--- src/rtl/rasterizer_pkg.sv ---
// Shared definitions for the fragment depth writer.
// Holds the Q16.16 fragment format, the writer FSM state encoding and the
// clamp helper used when turning signed fixed-point attributes into unsigned
// buffer values.
package rasterizer_pkg;

  localparam int INT_BITS   = 16;
  localparam int FRAC_BITS  = 16;
  localparam int DATA_WIDTH = INT_BITS + FRAC_BITS;

  typedef logic [DATA_WIDTH-1:0] fixed_t;
  typedef logic [FRAC_BITS-1:0]  frac_t;

  typedef enum logic [1:0] {
    ST_CLEAR = 2'd0,
    ST_RUN   = 2'd1,
    ST_DRAIN = 2'd2
  } fdw_state_e;

  // Clamp a signed Q16.16 value into [0, 1.0) as a full-precision fraction:
  // negatives become 0, anything at or above 1.0 saturates to all ones.
  // Callers keep the top bits they need.
  function automatic frac_t quantise_clamp(input fixed_t value);
    frac_t result;
    if (value[DATA_WIDTH-1]) begin
      result = {FRAC_BITS{1'b0}};
    end else if (|value[DATA_WIDTH-2:FRAC_BITS]) begin
      result = {FRAC_BITS{1'b1}};
    end else begin
      result = value[FRAC_BITS-1:0];
    end
    return result;
  endfunction

endpackage

--- src/rtl/fragment_quantize.sv ---
// Combinational fragment quantiser.
// Floors the Q16.16 pixel coordinates, flags fragments that fall outside the
// screen, forms the linear buffer address and clamps depth and colour.
// Ports:
//   x, y      in  signed Q16.16 pixel coordinates
//   attr      in  N_ATTR packed Q16.16 attributes, [0]=depth, [1..3]=R,G,B
//   offscreen out fragment lies outside the screen
//   addr      out py*SCREEN_WIDTH+px (meaningful only when on screen)
//   depth     out clamped depth, DEPTH_BITS wide
//   color     out clamped {R,G,B}, COLOR_BITS per channel
module fragment_quantize
  import rasterizer_pkg::*;
#(
  parameter int SCREEN_WIDTH  = 640,
  parameter int SCREEN_HEIGHT = 360,
  parameter int DEPTH_BITS    = 16,
  parameter int COLOR_BITS    = 4,
  parameter int N_ATTR        = 4,
  parameter int ADDR_WIDTH    = $clog2(SCREEN_WIDTH * SCREEN_HEIGHT)
) (
  input  logic [DATA_WIDTH-1:0]        x,
  input  logic [DATA_WIDTH-1:0]        y,
  input  logic [N_ATTR*DATA_WIDTH-1:0] attr,
  output logic                         offscreen,
  output logic [ADDR_WIDTH-1:0]        addr,
  output logic [DEPTH_BITS-1:0]        depth,
  output logic [3*COLOR_BITS-1:0]      color
);

  // Arithmetic shift then floor is the same as taking the integer field;
  // the sign bit alone decides px<0 / py<0.
  logic [31:0] px_s;
  logic [31:0] py_s;
  logic        unused_frac_s;

  assign px_s = 32'(x[DATA_WIDTH-2:FRAC_BITS]);
  assign py_s = 32'(y[DATA_WIDTH-2:FRAC_BITS]);

  // Sub-pixel position does not affect which pixel is written.
  assign unused_frac_s = ^{x[FRAC_BITS-1:0], y[FRAC_BITS-1:0]};

  assign offscreen = x[DATA_WIDTH-1] | y[DATA_WIDTH-1]
                   | (px_s >= 32'(SCREEN_WIDTH))
                   | (py_s >= 32'(SCREEN_HEIGHT));

  assign addr = ADDR_WIDTH'(py_s * 32'(SCREEN_WIDTH) + px_s);

  // Depth and channels keep the most significant fraction bits.
  assign depth = DEPTH_BITS'(quantise_clamp(attr[0*DATA_WIDTH +: DATA_WIDTH])
                             >> (FRAC_BITS - DEPTH_BITS));
  assign color = {
    COLOR_BITS'(quantise_clamp(attr[1*DATA_WIDTH +: DATA_WIDTH]) >> (FRAC_BITS - COLOR_BITS)),
    COLOR_BITS'(quantise_clamp(attr[2*DATA_WIDTH +: DATA_WIDTH]) >> (FRAC_BITS - COLOR_BITS)),
    COLOR_BITS'(quantise_clamp(attr[3*DATA_WIDTH +: DATA_WIDTH]) >> (FRAC_BITS - COLOR_BITS))
  };

endmodule

--- src/rtl/fragment_depth_writer.sv ---
// Fragment depth writer: tail of the rasterizer fragment stream.
// Accepts one fragment per cycle while running, depth-tests it against the
// depth buffer (1-cycle read, port A) and commits passing fragments to the
// depth buffer (port B) and the framebuffer two cycles after acceptance.
// Clears both buffers after reset and on request.
// Ports:
//   clk, rstn                       clock, asynchronous active-low reset
//   i_fragment_x/_y/_attr           Q16.16 fragment (attr[0]=depth, [1..3]=RGB)
//   i_dv / o_ready                  fragment handshake
//   i_clear                         full-clear request pulse
//   o_zb_rd_en/_rd_addr, i_zb_rdata depth buffer read port
//   o_zb_we/_wr_addr/_wdata         depth buffer write port
//   o_fb_we/_addr/_wdata            framebuffer write port
//   o_busy                          clearing or draining
//   o_n_written, o_n_rejected       commit / reject counters
module fragment_depth_writer
  import rasterizer_pkg::*;
#(
  parameter int                    SCREEN_WIDTH  = 640,
  parameter int                    SCREEN_HEIGHT = 360,
  parameter int                    DEPTH_BITS    = 16,
  parameter int                    COLOR_BITS    = 4,
  parameter int                    N_ATTR        = 4,
  parameter int                    ADDR_WIDTH    = $clog2(SCREEN_WIDTH * SCREEN_HEIGHT),
  parameter logic [3*COLOR_BITS-1:0] CLEAR_COLOR = {(3*COLOR_BITS){1'b0}}
) (
  input  logic                         clk,
  input  logic                         rstn,
  input  logic [DATA_WIDTH-1:0]        i_fragment_x,
  input  logic [DATA_WIDTH-1:0]        i_fragment_y,
  input  logic [N_ATTR*DATA_WIDTH-1:0] i_fragment_attr,
  input  logic                         i_dv,
  output logic                         o_ready,
  input  logic                         i_clear,
  output logic [ADDR_WIDTH-1:0]        o_zb_rd_addr,
  output logic                         o_zb_rd_en,
  input  logic [DEPTH_BITS-1:0]        i_zb_rdata,
  output logic                         o_zb_we,
  output logic [ADDR_WIDTH-1:0]        o_zb_wr_addr,
  output logic [DEPTH_BITS-1:0]        o_zb_wdata,
  output logic                         o_fb_we,
  output logic [ADDR_WIDTH-1:0]        o_fb_addr,
  output logic [3*COLOR_BITS-1:0]      o_fb_wdata,
  output logic                         o_busy,
  output logic [31:0]                  o_n_written,
  output logic [31:0]                  o_n_rejected
);

  localparam logic [ADDR_WIDTH-1:0] LAST_ADDR = ADDR_WIDTH'(SCREEN_WIDTH * SCREEN_HEIGHT - 1);

  fdw_state_e state_r, state_next_s;
  logic [ADDR_WIDTH-1:0] clr_cnt_r;

  // S0 (accept cycle)
  logic                    accept_s;
  logic                    q_off_s;
  logic [ADDR_WIDTH-1:0]   q_addr_s;
  logic [DEPTH_BITS-1:0]   q_depth_s;
  logic [3*COLOR_BITS-1:0] q_color_s;

  // S1 (compare cycle)
  logic                    s1_valid_r;
  logic                    s1_off_r;
  logic [ADDR_WIDTH-1:0]   s1_addr_r;
  logic [DEPTH_BITS-1:0]   s1_depth_r;
  logic [3*COLOR_BITS-1:0] s1_color_r;
  logic [DEPTH_BITS-1:0]   stored_depth_s;
  logic                    pass_s;

  // S2 (write cycle): these registers drive both memory write ports
  logic                    s2_valid_r;
  logic                    wr_we_r;
  logic [ADDR_WIDTH-1:0]   wr_addr_r;
  logic [DEPTH_BITS-1:0]   wr_depth_r;
  logic [3*COLOR_BITS-1:0] wr_color_r;

  // Depth write issued one cycle earlier; the RAM read launched in that same
  // cycle returned the pre-write value, so it must be forwarded.
  logic                    prev_we_r;
  logic [ADDR_WIDTH-1:0]   prev_addr_r;
  logic [DEPTH_BITS-1:0]   prev_depth_r;

  logic [31:0] written_r;
  logic [31:0] rejected_r;

  fragment_quantize #(
    .SCREEN_WIDTH  (SCREEN_WIDTH),
    .SCREEN_HEIGHT (SCREEN_HEIGHT),
    .DEPTH_BITS    (DEPTH_BITS),
    .COLOR_BITS    (COLOR_BITS),
    .N_ATTR        (N_ATTR),
    .ADDR_WIDTH    (ADDR_WIDTH)
  ) u_quantize (
    .x         (i_fragment_x),
    .y         (i_fragment_y),
    .attr      (i_fragment_attr),
    .offscreen (q_off_s),
    .addr      (q_addr_s),
    .depth     (q_depth_s),
    .color     (q_color_s)
  );

  // Handshake and read request are combinational so the read lands in S1.
  assign o_ready      = (state_r == ST_RUN);
  assign o_busy       = (state_r == ST_CLEAR) | (state_r == ST_DRAIN);
  assign accept_s     = i_dv & o_ready;
  assign o_zb_rd_en   = accept_s & ~q_off_s;
  assign o_zb_rd_addr = q_addr_s;

  assign o_zb_we      = wr_we_r;
  assign o_zb_wr_addr = wr_addr_r;
  assign o_zb_wdata   = wr_depth_r;
  assign o_fb_we      = wr_we_r;
  assign o_fb_addr    = wr_addr_r;
  assign o_fb_wdata   = wr_color_r;
  assign o_n_written  = written_r;
  assign o_n_rejected = rejected_r;

  // FSM state register
  always_ff @(posedge clk or negedge rstn) begin
    if (!rstn) begin
      state_r <= ST_CLEAR;
    end else begin
      state_r <= state_next_s;
    end
  end

  // FSM next-state: clear sweeps, run accepts, drain waits for S1/S2 to empty
  always_comb begin
    state_next_s = state_r;
    case (state_r)
      ST_CLEAR: begin
        if (clr_cnt_r == LAST_ADDR) begin
          state_next_s = ST_RUN;
        end else begin
          state_next_s = ST_CLEAR;
        end
      end
      ST_RUN: begin
        if (i_clear) begin
          state_next_s = ST_DRAIN;
        end else begin
          state_next_s = ST_RUN;
        end
      end
      ST_DRAIN: begin
        if (!s1_valid_r && !s2_valid_r) begin
          state_next_s = ST_CLEAR;
        end else begin
          state_next_s = ST_DRAIN;
        end
      end
      default: state_next_s = ST_CLEAR;
    endcase
  end

  // Clear address counter, held at zero outside the clear sweep
  always_ff @(posedge clk or negedge rstn) begin
    if (!rstn) begin
      clr_cnt_r <= {ADDR_WIDTH{1'b0}};
    end else if (state_r == ST_CLEAR && clr_cnt_r != LAST_ADDR) begin
      clr_cnt_r <= clr_cnt_r + {{(ADDR_WIDTH-1){1'b0}}, 1'b1};
    end else begin
      clr_cnt_r <= {ADDR_WIDTH{1'b0}};
    end
  end

  // S1 capture of the accepted, quantised fragment
  always_ff @(posedge clk or negedge rstn) begin
    if (!rstn) begin
      s1_valid_r <= 1'b0;
      s1_off_r   <= 1'b0;
      s1_addr_r  <= {ADDR_WIDTH{1'b0}};
      s1_depth_r <= {DEPTH_BITS{1'b0}};
      s1_color_r <= {(3*COLOR_BITS){1'b0}};
    end else begin
      s1_valid_r <= accept_s;
      if (accept_s) begin
        s1_off_r   <= q_off_s;
        s1_addr_r  <= q_addr_s;
        s1_depth_r <= q_depth_s;
        s1_color_r <= q_color_s;
      end else begin
        s1_off_r   <= s1_off_r;
        s1_addr_r  <= s1_addr_r;
        s1_depth_r <= s1_depth_r;
        s1_color_r <= s1_color_r;
      end
    end
  end

  // Stored-depth forwarding (youngest write wins) and strict-less depth test
  always_comb begin
    stored_depth_s = i_zb_rdata;
    if (wr_we_r && (wr_addr_r == s1_addr_r)) begin
      stored_depth_s = wr_depth_r;
    end else if (prev_we_r && (prev_addr_r == s1_addr_r)) begin
      stored_depth_s = prev_depth_r;
    end else begin
      stored_depth_s = i_zb_rdata;
    end
    pass_s = s1_valid_r & ~s1_off_r & (s1_depth_r < stored_depth_s);
  end

  // Write-port registers: clear sweep or S2 commit of a passing fragment
  always_ff @(posedge clk or negedge rstn) begin
    if (!rstn) begin
      s2_valid_r <= 1'b0;
      wr_we_r    <= 1'b0;
      wr_addr_r  <= {ADDR_WIDTH{1'b0}};
      wr_depth_r <= {DEPTH_BITS{1'b0}};
      wr_color_r <= {(3*COLOR_BITS){1'b0}};
    end else if (state_r == ST_CLEAR) begin
      s2_valid_r <= 1'b0;
      wr_we_r    <= 1'b1;
      wr_addr_r  <= clr_cnt_r;
      wr_depth_r <= {DEPTH_BITS{1'b1}};
      wr_color_r <= CLEAR_COLOR;
    end else begin
      s2_valid_r <= s1_valid_r;
      wr_we_r    <= pass_s;
      wr_addr_r  <= s1_addr_r;
      wr_depth_r <= s1_depth_r;
      wr_color_r <= s1_color_r;
    end
  end

  // One-cycle-old copy of the depth write for read-during-write forwarding
  always_ff @(posedge clk or negedge rstn) begin
    if (!rstn) begin
      prev_we_r    <= 1'b0;
      prev_addr_r  <= {ADDR_WIDTH{1'b0}};
      prev_depth_r <= {DEPTH_BITS{1'b0}};
    end else begin
      prev_we_r    <= wr_we_r;
      prev_addr_r  <= wr_addr_r;
      prev_depth_r <= wr_depth_r;
    end
  end

  // Commit/reject counters, zeroed when a clear sweep begins
  always_ff @(posedge clk or negedge rstn) begin
    if (!rstn) begin
      written_r  <= 32'd0;
      rejected_r <= 32'd0;
    end else if (state_r == ST_DRAIN && state_next_s == ST_CLEAR) begin
      written_r  <= 32'd0;
      rejected_r <= 32'd0;
    end else if (s1_valid_r) begin
      if (pass_s) begin
        written_r  <= written_r + 32'd1;
        rejected_r <= rejected_r;
      end else begin
        written_r  <= written_r;
        rejected_r <= rejected_r + 32'd1;
      end
    end else begin
      written_r  <= written_r;
      rejected_r <= rejected_r;
    end
  end

endmodule

--- config.mk ---
export PLATFORM = sky130hd
export DESIGN_NAME = fragment_depth_writer
export DESIGN_NICKNAME = d
export VERILOG_FILES = /design/src/rtl/rasterizer_pkg.sv /design/src/rtl/fragment_quantize.sv /design/src/rtl/fragment_depth_writer.sv
export SDC_FILE = /design/constraint.sdc
export NUM_CORES = 1
export LEC_CHECK = 0
export BUFFER_PORTS_ARGS = -buffer_cell sky130_fd_sc_hd__buf_2
export CORE_MARGIN = 2
export CORE_UTILIZATION = 53
export CTS_BUF_LIST = sky130_fd_sc_hd__clkbuf_4
export CTS_CLUSTER_DIAMETER = 100
export DETAILED_ROUTE_END_ITERATION = 8
export GPL_TIMING_DRIVEN = 0
export HOLD_SLACK_MARGIN = 0.02
export MAX_ROUTING_LAYER = met4
export PLACE_DENSITY = 0.83
export RECOVER_POWER = 50
export SYNTH_ARGS = -nofsm -noshare
export SYNTH_HDL_FRONTEND = slang
export SYNTH_SLANG_ARGS = --single-unit
export TNS_END_PERCENT = 50
--- constraint.sdc ---
create_clock -name clk -period 8.4 [get_ports clk]
set_input_delay 2.52 -clock clk [delete_from_list [all_inputs] [get_ports clk]]
set_output_delay 2.52 -clock clk [all_outputs]
set_load 0.01 [all_outputs]
==> results_dict.tcl <==
set metrics [dict create \
    status "finished with violations" \
    violations "max-capacitance violations, max-slew violations" \
    finalNetCount 1771 \
    synth_edf_count 0 \
    gp_congestion 0.9523 \
    top_layer "met4" \
    wirelength_um 31930 \
    cts_tree "yes" \
    cts_hold_buffers 0 \
    cpPeakStageDelay_ns 0.52 \
    worst_pin_slew_ns 5.252 \
    numClockSinks 215 \
    placedInstanceArea_um2 13210 \
    dpl.hpwl_um 23810 \
    port_buffers 293 \
    whs_ns 0.3713 \
    rsz0062_at_grt "no" \
    viasPerCell 5.530 \
    cp_slowest_cell "a2111oi_0" \
    maxSlewViolCount 97 \
    path_cells "buf_2 -> ha_1 -> ha_1 -> inv_1 -> fa_1 -> nor2b_1 -> o21ai_0 -> a21o_1 -> and2_1 -> ha_1 -> a21oi_1 -> a2111oi_0 -> xnor3_1 -> inv_1 -> buf_2" \
    final_cell_area_um2 13890 \
    met2_length_um 16180 \
    relSlewSlack -2.501 \
    cell_internal_pwr_mw 1.900 \
    yosysSeqAreaShare 0.4735 \
    maxCapViolCount 1 \
    synth_area_um2 11360 \
    ys.flop_type "dfrtp_1" \
    hold_viol_final 0 \
    crit_path_start "i_fragment_y[17]" \
    cts_max_path_buffers 3 \
    async_reset_ff_frac 1.000 \
    rows 53 \
    grt_pass1_vias 10010 \
    clockPowerShare 0.319 \
    path_class "in2out" \
    r2r-start "s1_addr_r[10]" \
    fin_crit_sh 0.9704 \
    post_cts.repair.setup_buffers 0 \
    cts_resized 0 \
    clock-skew-final_ns 0.04212 \
    synth.avg_cell_area_um2 9.761 \
    syn2layout_area_growth_pct 22.29 \
    crit_family "adder cells" \
    grt.overflow.total 0 \
    antenna_found_initial 2 \
    worst_path_most_repeated_cell "ha_1" \
    final_util 0.6610 \
    core_region_area_um2 21020 \
    pwr-share-seq 0.462 \
    drive_above_1_share 0.2856 \
    num_io_pins 363 \
    worstPathArrival_ns 5.63 \
    synth_seq_cells 215 \
    setup_tns_ns 0 \
    finalSetupViolCount 0 \
    combPwrFrac 0.219 \
    wl_per_cell_um 17.40 \
    die_height_um 150.4 \
    fmax_mhz 122.7 \
    drt-initial-drc-count 517 \
    via_count 10150 \
    vdd_drop_max_mv 0.09506 \
    min_from "o_zb_wdata[7]" \
    start_util 0.5405 \
    power.switching_mw 0.8869 \
    ctsHtreeMaxLevel 2 \
    powerDensity_nw_per_um2 200.6 \
    root_buffer "clkbuf_4" \
    period_minus_slack_ns 8.151 \
    worstPathMaxFanout 3 \
    layout_setup_ws_ns 0.2489 \
    clk_latency_ns 0.67 \
    grt_max_degree 121 \
    syn-instance-count 1164 \
    routed-wl-met3_um 2072 \
    crit_path_start_kind "input port" \
    wl_met1_um 12860 \
    die_w_um 150.4 \
    grt_pass1_wl_um 50550 \
    cts.clk_slew.worst_paths_ns 0.06 \
    drc_errors 0 \
    crit_buf_inv 4 \
    cp-end-kind "output port" \
    syn_nets 1419 \
    grt_use_total 0.2925 \
    die-area_um2 22620 \
    place_ws_ns 0.2303 \
    yosysWarnings 0 \
    holdCritPathClass "reg2reg" \
    cts_buffers 56 \
    ant_nets 0 \
    switching_share 0.3182 \
    power.leakage_nw 6.798 \
    ys_types 58 \
    first_pass_iters 5 \
    required_ns 5.88 \
]
## metal layers
| metal | GRT usage | up-vias |
|---|---|---|
| met5 | - | - |
| met2 | 0.4968 | 405 |
| met3 | 0.05515 | 58 |
| li1 | - | 4805 |
| met1 | 0.3522 | 4879 |
| met4 | 0.09623 | 0 |
## through the flow
stage / power, mW / std cells
after floorplan: 1.640 / 1164
after global placement: 1.876 / 1732
after detailed placement: 1.909 / 1733
after CTS: 2.806 / 1833
after global routing: 2.947 / 1835
final: 2.787 / 1835
## cell families (layout without fill, tap and decap cells)
kind of cell | Yosys count | count (layout) | synth area share
AND/OR/NAND/NOR | 485 | 485 | 0.2123
other | 0 | 2 | 0
AO/OA/AOI/OAI | 162 | 162 | 0.09294
buffers and inverters | 112 | 506 | 0.04625
adder cells (fa/ha/maj) | 43 | 43 | 0.04867
XOR/XNOR | 64 | 64 | 0.05055
multiplexers | 83 | 83 | 0.07576
flip-flops | 215 | 215 | 0.4735
## final timing paths
check / cells after the start / endpoint / slack (ns)
setup / recovery: 15 / o_zb_rd_addr[17] / 0.25
hold / removal: 0 / prev_depth_r[7] / 0.37
setup reg to reg: 18 / o_n_rejected[9] / 2.93
hold reg to reg: 0 / prev_depth_r[7] / 0.37
max in group asynchronous: 1 / s1_depth_r[8] / 1.63
min in group asynchronous: 1 / o_n_rejected[30] / 3.73
## cell type report
class / instances / area, um^2
diodes: 2 / 5.005
inverters: 43 / 161.4
clock buffers: 85 / 638.1
plain buffers: 69 / 364.1
flip-flops and latches: 215 / 5380
multi-input cells: 837 / 5456
fillers: 1675 / 7127
clock inverters: 15 / 56.30
well taps: 275 / 344.1
repair buffers: 294 / 1489
## synth_stat cells, types with 2 or more instances
cell / number / area share
a21o_1: 4 / 0.0026
o211ai_1: 9 / 0.0059
a21bo_2: 2 / 0.0018
buf_1: 2 / 0.00066
a2111oi_0: 3 / 0.0023
mux2i_1: 59 / 0.052
clkbuf_1: 35 / 0.012
xor2_1: 24 / 0.019
or3_1: 5 / 0.0028
dfrtp_1: 215 / 0.47
a21boi_0: 5 / 0.0033
and3_1: 19 / 0.010
buf_2: 6 / 0.0026
nand2b_1: 53 / 0.029
fa_1: 2 / 0.0035
and2_1: 22 / 0.012
nand2_1: 166 / 0.055
xnor2_1: 39 / 0.030
mux2_2: 24 / 0.024
o221ai_1: 12 / 0.0093
nor4_1: 17 / 0.0094
and4_1: 6 / 0.0046
o311ai_1: 2 / 0.0015
o21ai_0: 39 / 0.017
or2_2: 4 / 0.0022
nand3_1: 42 / 0.019
a21oi_1: 43 / 0.019
nand4_1: 41 / 0.023
or4_1: 8 / 0.0053
nor3_1: 20 / 0.0088
nor2b_1: 3 / 0.0017
ha_1: 41 / 0.045
a211oi_1: 4 / 0.0026
o31ai_1: 28 / 0.019
buf_4: 26 / 0.017
nor2_1: 71 / 0.023
inv_1: 42 / 0.014
## sequential cells by signal (all words and copies together) (netlist names), 16 cells and up
| register | cells |
|---|---|
| o_n_written | 32 |
| clr_cnt_r | 18 |
| prev_depth_r | 16 |
| s1_addr_r | 18 |
| o_n_rejected | 32 |
| o_fb_addr | 18 |
| prev_addr_r | 18 |
| o_zb_wdata | 16 |
| s1_depth_r | 16 |
## placed cells by master, fill, tap and decap left out, types with 41 or more instances in the layout
cell        n
nand3_1    42
nand2b_1   53
nor2_1     71
a21oi_1    43
dfrtp_1   215
mux2i_1    59
buf_2     295
nand4_1    41
nand2_1   166
inv_1      42
ha_1       41
clkbuf_4   85
## power groups by stage
stage,clock [mW],combinational [mW],sequential [mW]
floorplan,0,0.358,1.28
global placement,0,0.581,1.29
detailed placement,0,0.607,1.30
CTS,0.909,0.613,1.28
global route,0.965,0.677,1.30
finish,0.889,0.610,1.29
Note: power is estimated with default switching activity, not from simulation.
